--- config.mk ---
export PLATFORM = sky130hd
export DESIGN_NAME = mult_div_unit_flat
export DESIGN_NICKNAME = d
export VERILOG_FILES = /design/src/rtl/mult_div_unit_if.sv /design/src/rtl/mult_div_unit.sv /design/src/flat_wrapper.sv
export SDC_FILE = /design/constraint.sdc
export NUM_CORES = 1
export LEC_CHECK = 0
export ABC_AREA = 0
export CAP_MARGIN = 0
export CORE_ASPECT_RATIO = 0.5
export CORE_MARGIN = 3
export CORE_UTILIZATION = 55
export DETAILED_ROUTE_END_ITERATION = 10
export GPL_ROUTABILITY_DRIVEN = 1
export PLACE_DENSITY = 0.82
export SYNTH_ARGS = -nofsm -noshare
export SYNTH_HDL_FRONTEND = slang
export SYNTH_SLANG_ARGS = --single-unit
--- constraint.sdc ---
create_clock -name clk -period 6.78 [get_ports clk]
set_clock_uncertainty 0.2 [all_clocks]
set_input_delay 1.017 -clock clk [delete_from_list [all_inputs] [get_ports clk]]
set_output_delay 1.017 -clock clk [all_outputs]
set_load 0.02 [all_outputs]
--- src/rtl/mult_div_unit_if.sv ---
// mult_div_unit_if: operand/control/result bundle between the issue logic and mult_div_unit
//   start/op/busA/busB/mthi/mtlo : requester -> unit
//   busy/done/hi/lo/div_zero     : unit -> requester
interface mult_div_unit_if #(parameter int WIDTH = 32);
    logic             start;
    logic [1:0]       op;
    logic [WIDTH-1:0] busA;
    logic [WIDTH-1:0] busB;
    logic             mthi;
    logic             mtlo;
    logic             busy;
    logic             done;
    logic [WIDTH-1:0] hi;
    logic [WIDTH-1:0] lo;
    logic             div_zero;
    modport master (output start, op, busA, busB, mthi, mtlo,
                    input  busy, done, hi, lo, div_zero);
    modport slave  (input  start, op, busA, busB, mthi, mtlo,
                    output busy, done, hi, lo, div_zero);
endinterface

--- src/rtl/mult_div_unit.sv ---
// mult_div_unit: iterative MULT/MULTU/DIV/DIVU into HI/LO, with MTHI/MTLO writes
//   clk, rst_n : clock, asynchronous active-low reset
//   bus        : slave side of mult_div_unit_if (start/op/busA/busB/mthi/mtlo in;
//                busy/done/hi/lo/div_zero out)
module mult_div_unit #(
    parameter int WIDTH = 32,
    parameter int CNT_W = 6
) (
    input logic             clk,
    input logic             rst_n,
    mult_div_unit_if.slave  bus
);
    typedef enum logic [1:0] {IDLE, PREP, RUN, FIX} state_t;
    state_t               state, state_nx;
    logic [1:0]           op_q;
    logic [WIDTH-1:0]     a_q, b_q, m, hi_q, lo_q;
    logic [2*WIDTH-1:0]   acc, step, prod;
    logic [CNT_W-1:0]     cnt;
    logic                 done_q, dz_q;
    logic                 is_div, a_neg, b_neg, div_ok;
    logic [WIDTH-1:0]     abs_a, abs_b, quo, rem;
    logic [WIDTH:0]       mul_sum, div_diff;

    assign is_div = op_q[1];
    assign a_neg  = op_q[0] & a_q[WIDTH-1];
    assign b_neg  = op_q[0] & b_q[WIDTH-1];
    // the most negative value negates to itself, which reads correctly as unsigned 2^(WIDTH-1)
    assign abs_a  = a_neg ? -a_q : a_q;
    assign abs_b  = b_neg ? -b_q : b_q;
    // multiply: add multiplicand into the upper half when the low bit is set, then shift right
    assign mul_sum  = {1'b0, acc[2*WIDTH-1:WIDTH]} + {1'b0, acc[0] ? m : '0};
    // divide: shift remainder left pulling in the next dividend bit, subtract divisor if it fits
    assign div_diff = {acc[2*WIDTH-1:WIDTH], acc[WIDTH-1]} - {1'b0, m};
    assign div_ok   = ~div_diff[WIDTH];
    assign step = is_div
        ? {(div_ok ? div_diff[WIDTH-1:0] : acc[2*WIDTH-2:WIDTH-1]), acc[WIDTH-2:0], div_ok}
        : {mul_sum, acc[WIDTH-1:1]};
    assign prod = (a_neg ^ b_neg) ? -acc : acc;
    assign quo  = (a_neg ^ b_neg) ? -acc[WIDTH-1:0] : acc[WIDTH-1:0];
    assign rem  = a_neg ? -acc[2*WIDTH-1:WIDTH] : acc[2*WIDTH-1:WIDTH];

    always_ff @(posedge clk or negedge rst_n) begin
        if (!rst_n) state <= IDLE;
        else        state <= state_nx;
    end

    always_comb begin
        state_nx = state;
        case (state)
            IDLE:    state_nx = bus.start ? PREP : IDLE;
            PREP:    state_nx = RUN;
            RUN:     state_nx = (cnt == CNT_W'(WIDTH-1)) ? FIX : RUN;
            default: state_nx = IDLE;
        endcase
    end

    always_ff @(posedge clk or negedge rst_n) begin
        if (!rst_n) begin
            op_q   <= '0;
            a_q    <= '0;
            b_q    <= '0;
            m      <= '0;
            acc    <= '0;
            cnt    <= '0;
            hi_q   <= '0;
            lo_q   <= '0;
            done_q <= 1'b0;
            dz_q   <= 1'b0;
        end else begin
            done_q <= state == FIX;
            case (state)
                IDLE: begin
                    if (bus.start) begin
                        op_q <= bus.op;
                        a_q  <= bus.busA;
                        b_q  <= bus.busB;
                        dz_q <= 1'b0;
                    end else begin
                        if (bus.mthi) hi_q <= bus.busA;
                        if (bus.mtlo) lo_q <= bus.busA;
                    end
                end
                PREP: begin
                    m   <= is_div ? abs_b : abs_a;
                    acc <= {{WIDTH{1'b0}}, is_div ? abs_a : abs_b};
                    cnt <= '0;
                end
                RUN: begin
                    acc <= step;
                    cnt <= cnt + 1'b1;
                end
                default: begin
                    if (!is_div) begin
                        hi_q <= prod[2*WIDTH-1:WIDTH];
                        lo_q <= prod[WIDTH-1:0];
                    end else if (b_q == '0) begin
                        hi_q <= a_q;
                        lo_q <= '1;
                        dz_q <= 1'b1;
                    end else begin
                        hi_q <= rem;
                        lo_q <= quo;
                    end
                end
            endcase
        end
    end

    assign bus.busy     = state != IDLE;
    assign bus.done     = done_q;
    assign bus.hi       = hi_q;
    assign bus.lo       = lo_q;
    assign bus.div_zero = dz_q;
endmodule
--- src/flat_wrapper.sv ---
// flat-port wrapper written by rule: the top's interface ports become plain ports
module mult_div_unit_flat 
#(
    parameter int WIDTH = 32,
    parameter int CNT_W = 6
)
  (clk, rst_n, bus_start, bus_op, bus_busA, bus_busB, bus_mthi, bus_mtlo, bus_busy, bus_done, bus_hi, bus_lo, bus_div_zero);
  mult_div_unit_if #(.WIDTH(WIDTH)) bus_i ();
  input logic clk;
  input logic rst_n;
  input wire logic [$bits(bus_i.start)-1:0] bus_start;
  input wire logic [$bits(bus_i.op)-1:0] bus_op;
  input wire logic [$bits(bus_i.busA)-1:0] bus_busA;
  input wire logic [$bits(bus_i.busB)-1:0] bus_busB;
  input wire logic [$bits(bus_i.mthi)-1:0] bus_mthi;
  input wire logic [$bits(bus_i.mtlo)-1:0] bus_mtlo;
  output wire logic [$bits(bus_i.busy)-1:0] bus_busy;
  output wire logic [$bits(bus_i.done)-1:0] bus_done;
  output wire logic [$bits(bus_i.hi)-1:0] bus_hi;
  output wire logic [$bits(bus_i.lo)-1:0] bus_lo;
  output wire logic [$bits(bus_i.div_zero)-1:0] bus_div_zero;
  assign bus_i.start = bus_start;
  assign bus_i.op = bus_op;
  assign bus_i.busA = bus_busA;
  assign bus_i.busB = bus_busB;
  assign bus_i.mthi = bus_mthi;
  assign bus_i.mtlo = bus_mtlo;
  assign bus_busy = bus_i.busy;
  assign bus_done = bus_i.done;
  assign bus_hi = bus_i.hi;
  assign bus_lo = bus_i.lo;
  assign bus_div_zero = bus_i.div_zero;
  mult_div_unit #(.WIDTH(WIDTH), .CNT_W(CNT_W)) u_core (.clk(clk), .rst_n(rst_n), .bus(bus_i));
endmodule
# After elaboration in Yosys (flattened, before gate mapping)

Index checks and enable logic that the tools add are counted.

Register bits after elaboration: 236
Bits in latches: 0
Memory bits (writable): 0
ROM bits: 0
Bits of input ports: 71
Output and inout port bits: 67
Word-level logic and storage cells: 72
Memories kept: 0

Add/subtract/negate cells: 8
Multipliers: 0
Div/mod/pow operators: 0
$lt $le $gt $ge: 0
Equality and inequality tests: 8
Shifts and indexed selects: 0
Multiplexer cells: 29
Bitwise operators: 5
Reductions and logical operators: 11

Operators with widths:

| cell                  | number |
|---|---|
| $mux W32              | 16 |
| $mux W64              | 2 |
| $neg A32 Y32          | 4 |
| $pmux W32 S2          | 2 |
| $pmux W64 S2          | 1 |
| $neg A64 Y64          | 1 |
| $add A32 B32 Y33      | 1 |
| $sub A33 B32 Y33      | 1 |
| $logic_not A32 Y1     | 1 |
| $pmux W6 S2           | 1 |
| $ne A2 B2 Y1 const B  | 4 |
| $reduce_bool A2 Y1    | 4 |
| $add A6 B1 Y6 const B | 1 |
| $eq A6 B5 Y1 const B  | 1 |
| $pmux W2 S3           | 1 |
| $reduce_and A3 Y1     | 2 |
| $mux W1               | 5 |
| $eq A2 B2 Y1 const B  | 2 |
| $reduce_and A4 Y1     | 1 |
| $and A1 B1 Y1         | 2 |
| $eq A2 B1 Y1 const B  | 1 |
| $logic_not A2 Y1      | 1 |
| $not A1 Y1            | 2 |
| $pmux W1 S2           | 1 |
| other kinds (3)       | 3 |

# Depth between registers and ports, before layout

Word-level depth: 6
Depth in mapped cells: 16
Mapped depth without buffers: 14

# Worst setup path before layout

No wires, ideal clock.

Kind: register -> register
Start: register u_core.acc[31]
End: register u_core.acc[51]
Library setup time: 126 ps
Arrival: 3182 ps
Required time: 6454 ps
Path slack: 3272 ps
Stages on the path, launching flop included: 16
Path buffers: 2
Period minus slack after synthesis: 3508 ps
Cells stage by stage: dfrtp_1 inv_1 ha_1 fa_1 nor2b_1 o31a_1 o31ai_1 o21ai_1 a21oi_1 o211ai_1 o211a_1 clkbuf_1 clkbuf_1 mux2i_1 nor2_1 a221o_1

Longest elaborated chain between the ends: 4

Ends and longest elaborated chain:

| element                | RTL line            | RTL |
|---|---|---|
| from (decl)            | mult_div_unit.sv:17 | `logic [2*WIDTH-1:0] acc, step, prod;` |
| from (signal assigned) | mult_div_unit.sv:85 | `acc <= {{WIDTH{1'b0}}, is_div ? abs_a : abs_b};` |
| from (signal assigned) | mult_div_unit.sv:89 | `acc <= step;` |
| $sub A33 B32 Y33       | mult_div_unit.sv:33 | `assign div_diff = {acc[2*WIDTH-1:WIDTH], acc[WIDTH-1]} - {1'b0, m};` |
| $mux W32               | mult_div_unit.sv:36 | `? {(div_ok ? div_diff[WIDTH-1:0] : acc[2*WIDTH-2:WIDTH-1]), acc[WIDTH-2:0], div_ok}` |
| $mux W64               | mult_div_unit.sv:36 |  |
| $pmux W64 S2           | mult_div_unit.sv:71 | `case (state)` |

No other way between the ends.
A chain may end at the register's enable or synchronous reset.

# Worst setup path in the final report

Start: register u_core.b_q[4]
End: register u_core.lo_q[23], in the netlist u_core.bus.lo[23]

Longest elaborated chain between the ends: 4

Ends and longest elaborated chain:

| element                | RTL line             | RTL |
|---|---|---|
| from (decl)            | mult_div_unit.sv:16  | `logic [WIDTH-1:0] a_q, b_q, m, hi_q, lo_q;` |
| from (signal assigned) | mult_div_unit.sv:76  | `b_q <= bus.busB;` |
| $logic_not A32 Y1      | mult_div_unit.sv:96  | `end else if (b_q == '0) begin` |
| $mux W32               | mult_div_unit.sv:96  |  |
| $mux W32               | mult_div_unit.sv:93  | `if (!is_div) begin` |
| $pmux W32 S2           | mult_div_unit.sv:71  |  |
| to (signal assigned)   | mult_div_unit.sv:80  | `if (bus.mtlo) lo_q <= bus.busA;` |
| to (signal assigned)   | mult_div_unit.sv:95  | `lo_q <= prod[WIDTH-1:0];` |
| to (signal assigned)   | mult_div_unit.sv:102 | `lo_q <= quo;` |
| to (decl)              | mult_div_unit.sv:16  |  |

No other way between the ends.

==> flow_summary.html <==
<table>
<tr><th>Metric</th><th>Value</th></tr>
<tr><th colspan="2">Worst setup path</th></tr>
<tr><td>CP peak stage delay</td><td>between 0.9 and 1 ns</td></tr>
<tr><td>Register-to-register setup slack</td><td>between 2 and 2.5 ns</td></tr>
<tr><td>Data arrival time of the critical path</td><td>around 4.8 ns</td></tr>
<tr><td>Worst Reg2Reg Path Length in Cells</td><td>10</td></tr>
<tr><td>Critical-path maximum fanout</td><td>approximately 60</td></tr>
<tr><td>Reg-to-reg startpoint</td><td>u_core.b_q[4]$_DFFE_PN0P_</td></tr>
<tr><td>Nature of the critical path startpoint</td><td>flip-flop</td></tr>
<tr><td>Critical register-to-register path endpoint</td><td>u_core.bus.lo[23]$_DFFE_PN0P_</td></tr>
<tr><td>Kind of critical path</td><td>flip-flop to flip-flop</td></tr>
<tr><td>Crit path cell chain</td><td>or4_4, nor4b_4, nand3b_2, or3_4, nand3b_1, buf_4, or2_1, nand2_1, o22ai_1, o21ai_1</td></tr>
<tr><td>Slowest stage cell on the critical path</td><td>nand2_1</td></tr>
<tr><td>Crit end category</td><td>flip-flop</td></tr>
<tr><td>Data required, critical path</td><td>slightly above 7 ns</td></tr>
<tr><th colspan="2">Global routing</th></tr>
<tr><td>First-pass GRT wire length</td><td>between 90 and 100 mm</td></tr>
<tr><td>Maximum number of pins on one net before global-route repair</td><td>95</td></tr>
<tr><td>Tot GR Track Use</td><td>approximately 34%</td></tr>
<tr><td>Remaining Overflow, GRT</td><td>0</td></tr>
<tr><td>Via count of the first global-routing pass</td><td>between 15,000 and 20,000</td></tr>
<tr><td>Number of antenna violations at the first check in global routing</td><td>3</td></tr>
<tr><th colspan="2">Route</th></tr>
<tr><td>ANT nets after route</td><td>0</td></tr>
<tr><td>Final routed DRC violation total</td><td>0</td></tr>
<tr><td>Vias/cell</td><td>approximately 6.6</td></tr>
<tr><td>Overall via count from detail_route</td><td>approximately 17,000</td></tr>
<tr><td>Total Routed Length</td><td>slightly above 60 mm</td></tr>
<tr><td>1st-pass router iterations</td><td>9</td></tr>
<tr><td>Iteration-0 DRC count of the detailed router</td><td>between 2,000 and 3,000</td></tr>
<tr><td>Wirelength per Cell</td><td>23.6 microns</td></tr>
<tr><th colspan="2">CTS</th></tr>
<tr><td>Number of buffers between clock root and the deepest sink</td><td>3</td></tr>
<tr><td>Number of H-tree branching levels</td><td>1</td></tr>
<tr><td>TritonCTS clock tree</td><td>built</td></tr>
<tr><td>Clock Latency Late Sink</td><td>~0.56 ns</td></tr>
<tr><td>Inserted Clock Buffers</td><td>24</td></tr>
<tr><td>Post-CTS setup buffer count</td><td>0</td></tr>
<tr><td>Clock root buffer</td><td>clkbuf_16</td></tr>
<tr><td>Sinks on the clock net</td><td>236</td></tr>
<tr><td>Clock Pin Slew Worst Setup and Hold Paths</td><td>approximately 0.06 ns</td></tr>
<tr><td>Number of buffers added to fix hold violations after cts</td><td>0</td></tr>
<tr><td>Number of gates resized after cts</td><td>0</td></tr>
<tr><th colspan="2">Flow run</th></tr>
<tr><td>Max capacitance violation total</td><td>0</td></tr>
<tr><th colspan="2">Placement</th></tr>
<tr><td>Final estimated routing congestion in global placement</td><td>~1.0</td></tr>
<tr><td>Half-perimeter wire length of the detailed placement result</td><td>44.2 mm</td></tr>
<tr><td>Count of input and output buffers</td><td>137</td></tr>
<tr><th colspan="2">STA</th></tr>
<tr><td>Setup tns final</td><td>0 ns</td></tr>
<tr><td>Max frequency</td><td>about 220 MHz</td></tr>
<tr><td>Time the final worst path needs with I/O delays and setup</td><td>between 4 and 5 ns</td></tr>
<tr><td>Count of final hold-check violations</td><td>0</td></tr>
<tr><td>Post-route clock period utilization</td><td>between 60 and 70%</td></tr>
<tr><td>Slew HR</td><td>between 10% and 20%</td></tr>
<tr><td>Transition at the pin with the smallest max-transition slack</td><td>between 1 and 1.5 ns</td></tr>
<tr><td>Count of final max-slew check failures</td><td>0</td></tr>
<tr><td>Total of endpoints with negative setup slack in the final report</td><td>0</td></tr>
<tr><td>RSZ-0062 raised after global routing</td><td>false</td></tr>
<tr><th colspan="2">Synth</th></tr>
<tr><td>Main area contributors after synthesis</td><td>dfrtp_1, xnor2_1, mux2_2, ha_1, a21oi_1</td></tr>
<tr><td>Number of nets produced by synthesis</td><td>between 2,000 and 2,500</td></tr>
<tr><td>Mean instance size in the synthesized netlist</td><td>about 8.6 sq um</td></tr>
<tr><td>Most frequently used flop master after synthesis</td><td>dfrtp_1</td></tr>
<tr><td>Cell Area, Synth</td><td>roughly 18,000 sq um</td></tr>
<tr><td>Cell count after synthesis</td><td>between 2,000 and 2,500</td></tr>
<tr><td>Library cell with the largest summed area after synthesis</td><td>dfrtp_1</td></tr>
<tr><td>Share of Yosys cell area claimed by the top area cell type</td><td>between 30% and 40%</td></tr>
<tr><td>Number of enable flip-flop cells after synthesis</td><td>0</td></tr>
<tr><td>Async set-or-reset flop fraction in the synthesized netlist</td><td>100%</td></tr>
<tr><td>Post-synthesis cell type count</td><td>just under 80</td></tr>
<tr><td>Yosys warns</td><td>0</td></tr>
<tr><td>Flops &amp; latches, synth</td><td>236</td></tr>
<tr><td>Portion of the post-synthesis area used by sequential elements</td><td>approximately a third</td></tr>
<tr><th colspan="2">Floorplanning</th></tr>
<tr><td>I/O pin cnt</td><td>138</td></tr>
<tr><td>Core ar.</td><td>around 32,000 sq um</td></tr>
<tr><td>Core Rows</td><td>46</td></tr>
<tr><td>Overall die area</td><td>~35,000 sq um</td></tr>
<tr><td>Starting utilization of the core area</td><td>~56%</td></tr>
<tr><td>Horiz. Die Dim</td><td>between 200 and 300 microns</td></tr>
<tr><td>Vertical extent of the die</td><td>about 130 microns</td></tr>
<tr><th colspan="2">Status</th></tr>
<tr><td>Run status</td><td>finished, final reports clean</td></tr>
<tr><th colspan="2">Final layout</th></tr>
<tr><td>Layout Nets</td><td>between 2,000 and 2,500</td></tr>
<tr><td>Layout overhead on the synthesized area</td><td>13.2%</td></tr>
<tr><td>Fraction of layout cells with a size suffix above 1</td><td>between 8 and 9%</td></tr>
<tr><th colspan="2">Min path</th></tr>
<tr><td>Hold/Removal Path Class</td><td>input pin to async pin</td></tr>
</table>
## placed cells by master, fill, tap and decap left out, types with 12 or more instances in the layout
cell type,instances
nor2_1,204
a21o_1,42
a31oi_1,23
mux2_2,87
clkdlybuf4s50_1,136
nand3_1,23
nand2b_1,16
buf_4,23
a221o_1,12
a211oi_1,21
xor2_1,88
dfrtp_1,235
or4_1,14
mux2i_1,48
clkbuf_16,24
xnor2_1,117
o21ai_0,97
or3_1,28
a21oi_1,174
o22ai_1,34
nor4_1,15
o211ai_1,15
nand2_1,195
o31ai_1,19
ha_1,71
inv_1,65
mux4_2,17
o21ai_1,89
o221ai_1,12
and3_1,14
nor3_1,36
## sequential cells by signal, indices dropped and copies added, names as in the netlist
signal / count
u_core.bus.done: 1
u_core.op_q: 2
u_core.cnt: 6
u_core.bus.lo: 32
u_core.m: 32
u_core.a_q: 32
u_core.bus.div_zero: 1
u_core.b_q: 32
u_core.bus.hi: 32
u_core.state: 2
u_core.acc: 64
## layout make-up
cell class	instances	area [sq um]
multi-input cells	1658	11300
clock buffers	33	684
inverters	69	259
clock inverters	7	100
fillers	2528	11600
well taps	432	541
flip-flops and latches	236	5910
diodes	1	2.50
repair buffers	160	1550
## worst max path at each step
stage	from	to	slack, ns	cells after the start
after floorplan	u_core.acc[31]$_DFFE_PN0N_	u_core.acc[51]$_DFFE_PN0N_	3.27	15
after global placement	u_core.b_q[4]$_DFFE_PN0P_	u_core.bus.lo[31]$_DFFE_PN0P_	2.54	10
after detailed placement	u_core.b_q[4]$_DFFE_PN0P_	u_core.bus.lo[27]$_DFFE_PN0P_	2.38	10
after CTS	u_core.b_q[4]$_DFFE_PN0P_	u_core.bus.lo[23]$_DFFE_PN0P_	2.35	10
after global routing	u_core.b_q[4]$_DFFE_PN0P_	u_core.bus.lo[21]$_DFFE_PN0P_	2.10	10
final	u_core.b_q[4]$_DFFE_PN0P_	u_core.bus.lo[23]$_DFFE_PN0P_	2.24	10
## cell families after synthesis
group | Yosys count | share of synthesized area [%]
flops | 236 | 32.8
simple gates | 596 | 15.4
buf+inv | 207 | 4.45
compound gates | 627 | 21.5
mux | 155 | 10.5
xor+xnor | 205 | 9.98
fa+ha+maj | 75 | 5.30
## worst max-delay path: cells and delay by family, from the launching register on
family / cells / cell delay, ns
DFF: 1 / 0.44
buffers and inverters: 1 / 0.32
and+or+nand+nor: 7 / 2.99
AOI/OAI and AO/OA: 2 / 0.47
## Yosys cell counts (14+ instances only)
library cell,n
nand3_1,23
nor2_1,204
o22ai_1,34
o31ai_1,19
dfrtp_1,236
mux4_2,17
or4_1,14
xnor2_1,117
nand2_1,196
xor2_1,88
nor4_1,15
ha_1,73
buf_1,20
nor3_1,36
a21o_1,42
o21ai_1,90
or3_1,28
a211oi_1,21
mux2i_1,48
nand2b_1,16
o21ai_0,97
a21oi_1,175
o211ai_1,15
inv_1,65
a31oi_1,23
and3_1,14
mux2_2,87
clkbuf_1,107
## metrics by stage
stage / util (%) / hold slack, ns / cell area, sq um / setup slack [ns] / instances
CTS: 63.7 / 0.289 / 20300 / 2.35 / 2595
detailed placement: 61.2 / 0.275 / 19600 / 2.38 / 2555
floorplan: - / 0.277 / 18000 / 3.27 / 2101
global route: 63.7 / 0.314 / 20300 / 2.10 / 2595
finish: 63.7 / 0.261 / 20400 / 2.24 / 2596
global placement: 61.2 / 0.267 / 19600 / 2.54 / 2555
## layer usage
metal	global-route usage [%]	routed length (microns)	part of all wire [%]	vias up
met4	10.7	2250	3.7	2
met2	47.3	24700	40	1233
met1	47.4	24400	40	8178
li1	-	-	-	7644
met3	14.9	9790	16	204
met5	0	50	0.082	-
Power is left out: the tool's default activity adds up to more than one toggle a clock period on the data nets, which glitch-free logic cannot reach.
